File: config.mk
export PLATFORM = sky130hd
export DESIGN_NAME = ej32_ifetch
export DESIGN_NICKNAME = d
export VERILOG_FILES = /design/src/rtl/ej32_pkg.sv /design/src/rtl/ej32_ifetch_fifo.sv /design/src/rtl/ej32_ifetch.sv
export SDC_FILE = /design/constraint.sdc
export NUM_CORES = 1
export LEC_CHECK = 0
export ABC_AREA = 0
export CORE_MARGIN = 3
export CORE_UTILIZATION = 35
export CTS_BUF_LIST = sky130_fd_sc_hd__clkbuf_8 sky130_fd_sc_hd__clkbuf_16
export DETAILED_ROUTE_END_ITERATION = 10
export DONT_BUFFER_PORTS = 1
export PLACE_DENSITY = 0.53
export REMOVE_ABC_BUFFERS = 1
export SLEW_MARGIN = 40
export SYNTH_ARGS = -nofsm -noshare
export SYNTH_HDL_FRONTEND = slang
export SYNTH_HIERARCHICAL = 1
export SYNTH_SLANG_ARGS = --single-unit
File: constraint.sdc
create_clock -name clk -period 4.99 [get_ports clk]
set_input_delay 0.7485 -clock clk [delete_from_list [all_inputs] [get_ports clk]]
set_output_delay 0.7485 -clock clk [all_outputs]
set_load 0.02 [all_outputs]
File: src/rtl/ej32_pkg.sv
// Shared types for the ej32 core; the instruction fetch unit uses fetch_st_t.
package ej32_pkg;

  localparam int unsigned BYTE_W = 8;

  typedef enum logic {
    sFILL  = 1'b0,
    sFLUSH = 1'b1
  } fetch_st_t;

endpackage

File: src/rtl/ej32_ifetch_fifo.sv
// Circular prefetch buffer holding (byte, address) pairs with an occupancy count.
// Writes land only when not full; pops take effect only while vld_o=1; clr wins over both.
module ifetch_fifo
  import ej32_pkg::*;
#(
  parameter int unsigned DEPTH = 4,
  parameter int unsigned ASZ   = 17
) (
  input  logic                     clk,
  input  logic                     rst,
  input  logic                     clr,
  input  logic                     wr_en,
  input  logic [BYTE_W-1:0]        wr_byte,
  input  logic [ASZ-1:0]           wr_pc,
  input  logic                     rd_en,
  output logic                     vld_o,
  output logic [BYTE_W-1:0]        byte_o,
  output logic [ASZ-1:0]           pc_o,
  output logic [$clog2(DEPTH):0]   cnt_o
);

  localparam int unsigned AW = $clog2(DEPTH);
  localparam logic [AW:0] DEPTH_V = (AW+1)'(DEPTH);

  logic [BYTE_W-1:0] r_byte [DEPTH];
  logic [ASZ-1:0]    r_pc   [DEPTH];
  logic [AW-1:0]     r_wp;
  logic [AW-1:0]     r_rp;
  logic [AW:0]       r_cnt;

  logic w_vld;
  logic w_wr;
  logic w_rd;

  assign w_vld = (r_cnt != '0);
  assign w_wr  = wr_en && (r_cnt != DEPTH_V) && !clr && !rst;
  assign w_rd  = rd_en && w_vld && !clr && !rst;

  always_ff @(posedge clk) begin
    if (rst || clr) begin
      r_wp  <= '0;
      r_rp  <= '0;
      r_cnt <= '0;
    end else begin
      if (w_wr) r_wp <= r_wp + AW'(1);
      if (w_rd) r_rp <= r_rp + AW'(1);
      case ({w_wr, w_rd})
        2'b10:   r_cnt <= r_cnt + (AW+1)'(1);
        2'b01:   r_cnt <= r_cnt - (AW+1)'(1);
        default: r_cnt <= r_cnt;
      endcase
    end
  end

  // Storage needs no reset: the head is masked to zero whenever the buffer is empty.
  always_ff @(posedge clk) begin
    if (w_wr) begin
      r_byte[r_wp] <= wr_byte;
      r_pc[r_wp]   <= wr_pc;
    end
  end

  assign vld_o  = w_vld;
  assign byte_o = w_vld ? r_byte[r_rp] : '0;
  assign pc_o   = w_vld ? r_pc[r_rp]   : '0;
  assign cnt_o  = r_cnt;

endmodule

File: src/rtl/ej32_ifetch.sv
// Byte-serial instruction prefetch: issues one read per cycle while the buffer has room,
// discards in-flight data on redirect and refills from the new target.
module ej32_ifetch
  import ej32_pkg::*;
#(
  parameter int unsigned    ASZ    = 17,
  parameter int unsigned    DEPTH  = 4,
  parameter logic [ASZ-1:0] RST_PC = '0
) (
  input  logic                   clk,
  input  logic                   rst,
  output logic                   mem_rd_o,
  output logic [ASZ-1:0]         mem_addr_o,
  input  logic [BYTE_W-1:0]      mem_data_i,
  input  logic                   jmp_i,
  input  logic [ASZ-1:0]         jmp_pc_i,
  input  logic                   take_i,
  output logic                   vld_o,
  output logic [BYTE_W-1:0]      byte_o,
  output logic [ASZ-1:0]         pc_o,
  output logic [$clog2(DEPTH):0] cnt_o,
  output fetch_st_t              dbg_st_o
);

  localparam int unsigned AW = $clog2(DEPTH);

  fetch_st_t      r_st;
  fetch_st_t      w_st_nxt;
  logic [ASZ-1:0] r_fpc;
  logic           r_infl;
  logic [ASZ-1:0] r_infl_pc;
  logic           w_issue;
  logic           w_room;
  logic [AW:0]    w_cnt;
  logic [AW+1:0]  w_occ;

  // Memory latency is one cycle, so at most one read is ever outstanding.
  assign w_occ  = {1'b0, w_cnt} + {{(AW+1){1'b0}}, r_infl};
  assign w_room = (w_occ < (AW+2)'(DEPTH));

  always_comb begin
    w_st_nxt = r_st;
    w_issue  = 1'b0;
    if (jmp_i) begin
      w_st_nxt = sFLUSH;
    end else begin
      case (r_st)
        sFILL:   w_issue = w_room;
        sFLUSH: begin
          w_issue  = 1'b1;
          w_st_nxt = sFILL;
        end
        default: w_st_nxt = sFILL;
      endcase
    end
  end

  always_ff @(posedge clk) begin
    if (rst) begin
      r_st      <= sFILL;
      r_fpc     <= RST_PC;
      r_infl    <= 1'b0;
      r_infl_pc <= '0;
    end else begin
      r_st      <= w_st_nxt;
      r_infl    <= w_issue;
      r_infl_pc <= r_fpc;
      if (jmp_i)        r_fpc <= jmp_pc_i;
      else if (w_issue) r_fpc <= r_fpc + ASZ'(1);
    end
  end

  assign mem_rd_o   = w_issue && !rst;
  assign mem_addr_o = r_fpc;
  assign dbg_st_o   = r_st;

  ifetch_fifo #(
    .DEPTH (DEPTH),
    .ASZ   (ASZ)
  ) u_fifo (
    .clk     (clk),
    .rst     (rst),
    .clr     (jmp_i),
    .wr_en   (r_infl),
    .wr_byte (mem_data_i),
    .wr_pc   (r_infl_pc),
    .rd_en   (take_i),
    .vld_o   (vld_o),
    .byte_o  (byte_o),
    .pc_o    (pc_o),
    .cnt_o   (w_cnt)
  );

  assign cnt_o = w_cnt;

endmodule

Word level (Yosys, flattened, before mapping)
Memory sizes are Yosys's and may differ from the RTL's. A register that Yosys moved wholly into a read port is not among the register bits.
Cells that the tools add are included.
{ "word_totals": {"ramBits": 100, "n_memories": 2, "word_cells": 47, "in_bits": 29, "ff_bits": 43} }
{ "memory_table": {"columns": ["memory", "depth", "word_bits", "rd", "rd_ports_with_merged_regs", "write_ports", "line_no", "source"], "rows": [
  ["u_fifo.r_pc", 4, 17, 1, 1, 1, "ej32_ifetch_fifo.sv:26", "logic [ASZ-1:0] r_pc [DEPTH];"],
  ["u_fifo.r_byte", 4, 8, 1, 1, 1, "ej32_ifetch_fifo.sv:25", "logic [BYTE_W-1:0] r_byte [DEPTH];"]
]} }
{ "op_classes": {"eq_ne": 3, "add_sub_neg": 6, "bitwise": 1, "order_cmp": 1, "reduce_logical": 13, "muxes": 14} }
{ "op_table": {"columns": ["op", "count"], "rows": [
  ["17-bit two-way mux", 3],
  ["17-bit by 1-bit adder with 17-bit output (second input constant)", 1],
  ["2-bit two-way mux", 4],
  ["8-bit two-way mux", 1],
  ["1-bit logical AND", 7],
  ["3-bit case mux with 2 select lines", 1],
  ["2-bit by 1-bit adder with 2-bit output (second input constant)", 2],
  ["3-bit by 1-bit adder with 4-bit output", 1],
  ["4-bit by 3-bit < comparator with 1-bit output (second input constant)", 1],
  ["1-bit two-way mux", 4],
  ["2-bit nonzero test", 2],
  ["3-bit by 1-bit adder with 3-bit output (second input constant)", 1],
  ["3-bit != test (second input constant)", 1],
  ["3-bit nonzero test", 1],
  ["3-bit by 1-bit subtractor with 3-bit output (second input constant)", 1],
  ["2-bit by 1-bit equality test with 1-bit output (second input constant)", 1],
  ["2-bit equality test (second input constant)", 1],
  ["1-bit logical NOT", 2],
  ["1-bit case mux with 2 select lines", 1],
  ["1-bit logical OR", 1],
  ["1-bit inverter", 1]
]} }

Logic depth before layout (Yosys ltp)
{ "logic_depth": {"ltp_word": 6, "ltp_mapped": 9, "ltp_nobuf": 9} }

Cells and area by module
Netlist, hierarchy kept.
{ "modules_own_cells": {"columns": ["module", "instances", "seq_area_each_um2", "cells_each", "area_per_inst_um2"], "rows": [
  ["ifetch_fifo", 1, 3183.1, 213, 4269.1],
  ["ej32_ifetch", 1, 720.7, 172, 1587.8]
]} }

Least setup slack after synthesis
No wires, ideal clock.
{ "synth_timing": {"kind": "input -> register", "startpoint": "in jmp_i", "endpoint": "reg u_fifo.r_cnt[2], in the netlist u_fifo/cnt_o[2]", "setup_ns": 0.070, "t_required_ns": 4.920, "cell_stages": 9, "setup_slack_ns": 2.445, "arrival_ns": 2.474, "cell_sequence": "or2_2 clkbuf_1 nor2_1 ha_1 inv_1 fa_1 xor2_1 or3_1 a21oi_1"} }
{ "synth_via": {"elab_chain_len": 5, "elab_cells_between_ends": 10, "cone_classes": "eq/ne (2); mux (1); reduce/logical (7)"} }
{ "synth_lines": {"columns": ["item", "line_no", "source"], "rows": [
  ["start, declared", "ej32_ifetch.sv:15", "input logic jmp_i,"],
  ["1-bit logical NOT (*)", "ej32_ifetch_fifo.sv:37", "assign w_rd = rd_en && w_vld && !clr && !rst;"],
  ["1-bit logical AND (*) (2 in a row)", "ej32_ifetch_fifo.sv:37", null],
  ["net u_fifo.w_rd", "ej32_ifetch_fifo.sv:33", "logic w_rd;"],
  ["2-bit by 1-bit equality test with 1-bit output / 2-bit equality test (equally long branches)", "ej32_ifetch_fifo.sv:47", "case ({w_wr, w_rd})"],
  ["3-bit case mux with 2 select lines / 2-bit nonzero test (equally long branches)", null, null],
  ["end signal, assigned", "ej32_ifetch_fifo.sv:48", "2'b10: r_cnt <= r_cnt + (AW+1)'(1);"],
  ["end signal, assigned", "ej32_ifetch_fifo.sv:49", "2'b01: r_cnt <= r_cnt - (AW+1)'(1);"],
  ["end signal, assigned", "ej32_ifetch_fifo.sv:50", "default: r_cnt <= r_cnt;"],
  ["end, declared", "ej32_ifetch_fifo.sv:29", "logic [AW:0] r_cnt;"]
]} }
The timed path passes the listed nets; every way through them passes the cells marked *.
A chain may end at the register's enable or synchronous reset.

Worst setup path in the final report
{ "layout_timing": {"startpoint": "reg r_st, in the netlist dbg_st_o", "endpoint": "out mem_rd_o"} }
{ "layout_via": {"elab_chain_len": 4} }
{ "layout_lines": {"columns": ["item", "line_no", "source"], "rows": [
  ["start, declared", "ej32_ifetch.sv:27", "fetch_st_t r_st;"],
  ["start signal, assigned", "ej32_ifetch.sv:60", "r_st <= sFILL;"],
  ["start signal, assigned", "ej32_ifetch.sv:65", "r_st <= w_st_nxt;"],
  ["1-bit inverter", "ej32_ifetch.sv:47", "case (r_st)"],
  ["1-bit case mux with 2 select lines (*)", "ej32_ifetch.sv:47", null],
  ["1-bit two-way mux (*)", "ej32_ifetch.sv:44", "if (jmp_i) begin"],
  ["1-bit logical AND (*)", "ej32_ifetch.sv:73", "assign mem_rd_o = w_issue && !rst;"],
  ["end, declared", "ej32_ifetch.sv:12", "output logic mem_rd_o,"]
]} }
Mark *: on every way between the ends. The rest lies on a longest branch, timed or not.

==> flow_metrics.env <==
export IMPL_global_route_usage_met3_pct=5.832
export IMPL_met1_usage_pct=16.61
export IMPL_cts_sinks=145
export IMPL_relSlewSlack_pct=59.13
export IMPL_vias_per_cell=5.031
export IMPL_critPathSlowestCell="dfxtp_1"
export IMPL_period_share_pct=56.38
export IMPL_grt_pass1_wl_um=17980
export IMPL_clkLatencyLatePin_ns=0.41
export IMPL_cts_setup_buffers=0
export IMPL_worstMarginPinSlew_ns=0.6123
export IMPL_synth_edf_count=100
export IMPL_nets=425
export IMPL_cts_max_path_buffers=2
export IMPL_grt_pass1_vias=3279
export IMPL_synth_cells=385
export IMPL_syn2layout_area_growth_pct=13.16
export IMPL_ir_drop_mv=0.2432
export IMPL_vias=3109
export IMPL_power_leakage_nw=2.135
export IMPL_async_reset_ff_share_pct=0
export IMPL_grt_overflow=0
export IMPL_cp_start_kind="flip-flop"
export IMPL_power_per_cell_area_nw_per_um2=401.4
export IMPL_max_cap_viol_count=0
export IMPL_cts_inserted_buffers=17
export IMPL_place_congestion=0.7711
export IMPL_gr_usage_met2_pct=20.05
export IMPL_nFillCells=1493
export IMPL_hold_class="in2reg"
export IMPL_final_max_slew_viol_count=0
export IMPL_antenna_found_initial=0
export IMPL_grt_max_degree=37
export IMPL_post_synth_cell_area_avg_sq_um=15.21
export IMPL_final_cell_mix="edfxtp_1, dfxtp_1, nor2b_1"
export IMPL_start_util_pct=36.34
export IMPL_multiInputGateArea_sq_um=1759
export IMPL_synthFlopType="edfxtp_1"
export IMPL_worstPathRequired_ns=4.24
export IMPL_top_usage_layer="met2"
export IMPL_route_detailed_drc=0
export IMPL_firstDrtPassIters=5
export IMPL_finClkSkew_ns=0.008892
export IMPL_path_class="reg2out"
export IMPL_cp_cell_sequence="and4b_1, or2_2, nor2_1"
export IMPL_cp_end_kind="output port"
export IMPL_antenna_left=0
export IMPL_synth_distinct_cells=50
export IMPL_die_w_um=135.4
export IMPL_final_layout_size_suffix_gt1_share_pct=18.16
export IMPL_max_freq_mhz=355.4
export IMPL_fin_crit_ns=2.813
export IMPL_diodes=0
export IMPL_max_stage_delay_ns=0.52
export IMPL_clkTransAtPathRegs_ns=0.06
export IMPL_grt_setup_unrepaired="no"
export IMPL_yosysWarnings=6
export IMPL_yosys_register_bits=145
export IMPL_regArea_sq_um=3909
export IMPL_hold_buffers=0
export IMPL_drt_total_wl_um=11310
export IMPL_setup_viol=0
export IMPL_cts_tree="yes"
export IMPL_cts_resized_gates=0
export IMPL_cp_data_arrival_time_ns=2.06
export IMPL_setup_tns_final_ns=0
export IMPL_run_status="finished, final reports clean"
export IMPL_coreArea_sq_um=16120
export IMPL_die_area_sq_um=18320
export IMPL_syn_area_sq_um=5857
export IMPL_wl_per_cell_um=18.29
export IMPL_die_h_um=135.4
export IMPL_ios=77
export IMPL_hold_viol=0
export IMPL_drtIter0Drc=191
export IMPL_grt_usage_pct=13.01
export IMPL_setup_ws_ns=2.177
export IMPL_ys_seq_area_share_pct=66.65
export IMPL_critPathMaxFanout=13
export IMPL_final_common_cell="edfxtp_1"
export IMPL_port_buffers=0
export IMPL_htreeDepth=4
export IMPL_dp_slack_ns=2.369
export IMPL_hpwl_um=7365
export IMPL_cts_root_buf="clkbuf_16"
export IMPL_fp_row_count=46
## layer usage
metal,vias up,part of all wire [%]
li1,1480,-
met1,1514,44
met2,108,47
met3,7,8.2
met4,0,0.89
met5,-,0
## logic make-up (layout without fill, tap and decap cells)
group	count (synthesis)	count (layout)	synth area share (%)
AO/OA/AOI/OAI	41	41	5.063
buffers and inverters	34	51	3.418
multiplexers	25	25	9.613
XOR/XNOR	9	9	1.346
AND/OR/NAND/NOR	124	124	12.28
adder cells (fa/ha/maj)	7	7	1.624
flip-flops	145	145	66.65
## report_power, final
part	switching (W)	total (W)	internal, W	leakage (nW)
registers	0.0000449	0.00135	0.00131	1.30
clock network	0.000470	0.00125	0.000782	0.291
logic	0.0000305	0.0000569	0.0000264	0.540
total	0.000545	0.00266	0.00212	2.13
## worst max-delay path: cells and delay by family, from the launching register on
kind             cells  cell delay, ns
DFF                  1            0.52
and+or+nand+nor      3            1.13
## stage by stage
step	util, %	total power, W	cells	area [sq um]	hold WS (ns)
4_1_cts	41.13	0.002696	618	6628	0.3811
5_1_grt	41.13	0.002764	618	6628	0.3773
3_3_place_gp	37.36	0.001433	585	6021	0.4508
2_1_floorplan	-	0.001412	364	5705	0.4383
6_report	41.13	0.002660	618	6628	0.4053
3_5_place_dp	37.45	0.001436	586	6036	0.4692
## flip-flops by register name, summed over array words and instances (netlist names), named ones only
| signal | count |
|---|---|
| u_fifo/r_wp | 2 |
| r_infl | 1 |
| dbg_st_o | 1 |
| u_fifo/cnt_o | 3 |
| r_infl_pc | 17 |
| u_fifo/r_pc | 68 |
| u_fifo/r_rp | 2 |
| mem_addr_o | 17 |
| u_fifo/r_byte | 32 |
## Yosys cell counts (4+ instances only)
master,count,area (sq um)
nand3_1,6,30.03
or2_2,4,25.02
nor2b_1,39,244.0
nand4_1,8,50.05
or4_1,5,37.54
o21ai_0,7,35.03
mux4_2,25,563.0
nand2_1,11,41.29
ha_1,6,75.07
o31ai_1,5,37.54
dfxtp_1,45,900.9
a311oi_1,7,61.31
edfxtp_1,100,3003
clkbuf_1,9,33.78
nor2_1,27,101.4
buf_6,5,56.30
inv_1,13,48.80
or3_1,4,25.02
a211oi_1,4,30.03
xnor2_1,6,52.55
a21oi_1,6,30.03
and3_1,5,31.28
## final timing paths
check	cells past startpoint	endpoint	slack, ns	startpoint
setup / recovery	3	mem_rd_o	2.18	dbg_st_o
hold / removal	1	mem_addr_o[9]	0.41	rst
setup reg to reg	9	u_fifo/cnt_o[2]	2.37	u_fifo/cnt_o[2]
hold reg to reg	0	u_fifo/r_pc[0][16]	0.47	r_infl_pc[16]
## area by class of cell
type,instances,share of cell area (%)
tap,216,4.078
clock inverter,15,2.511
inverter,13,0.7363
timing repair buffer,6,0.7363
sequential,145,58.98
clock buffer,17,6.419
multi-input combinational,206,26.54
Power figures use the tool's default switching activity.
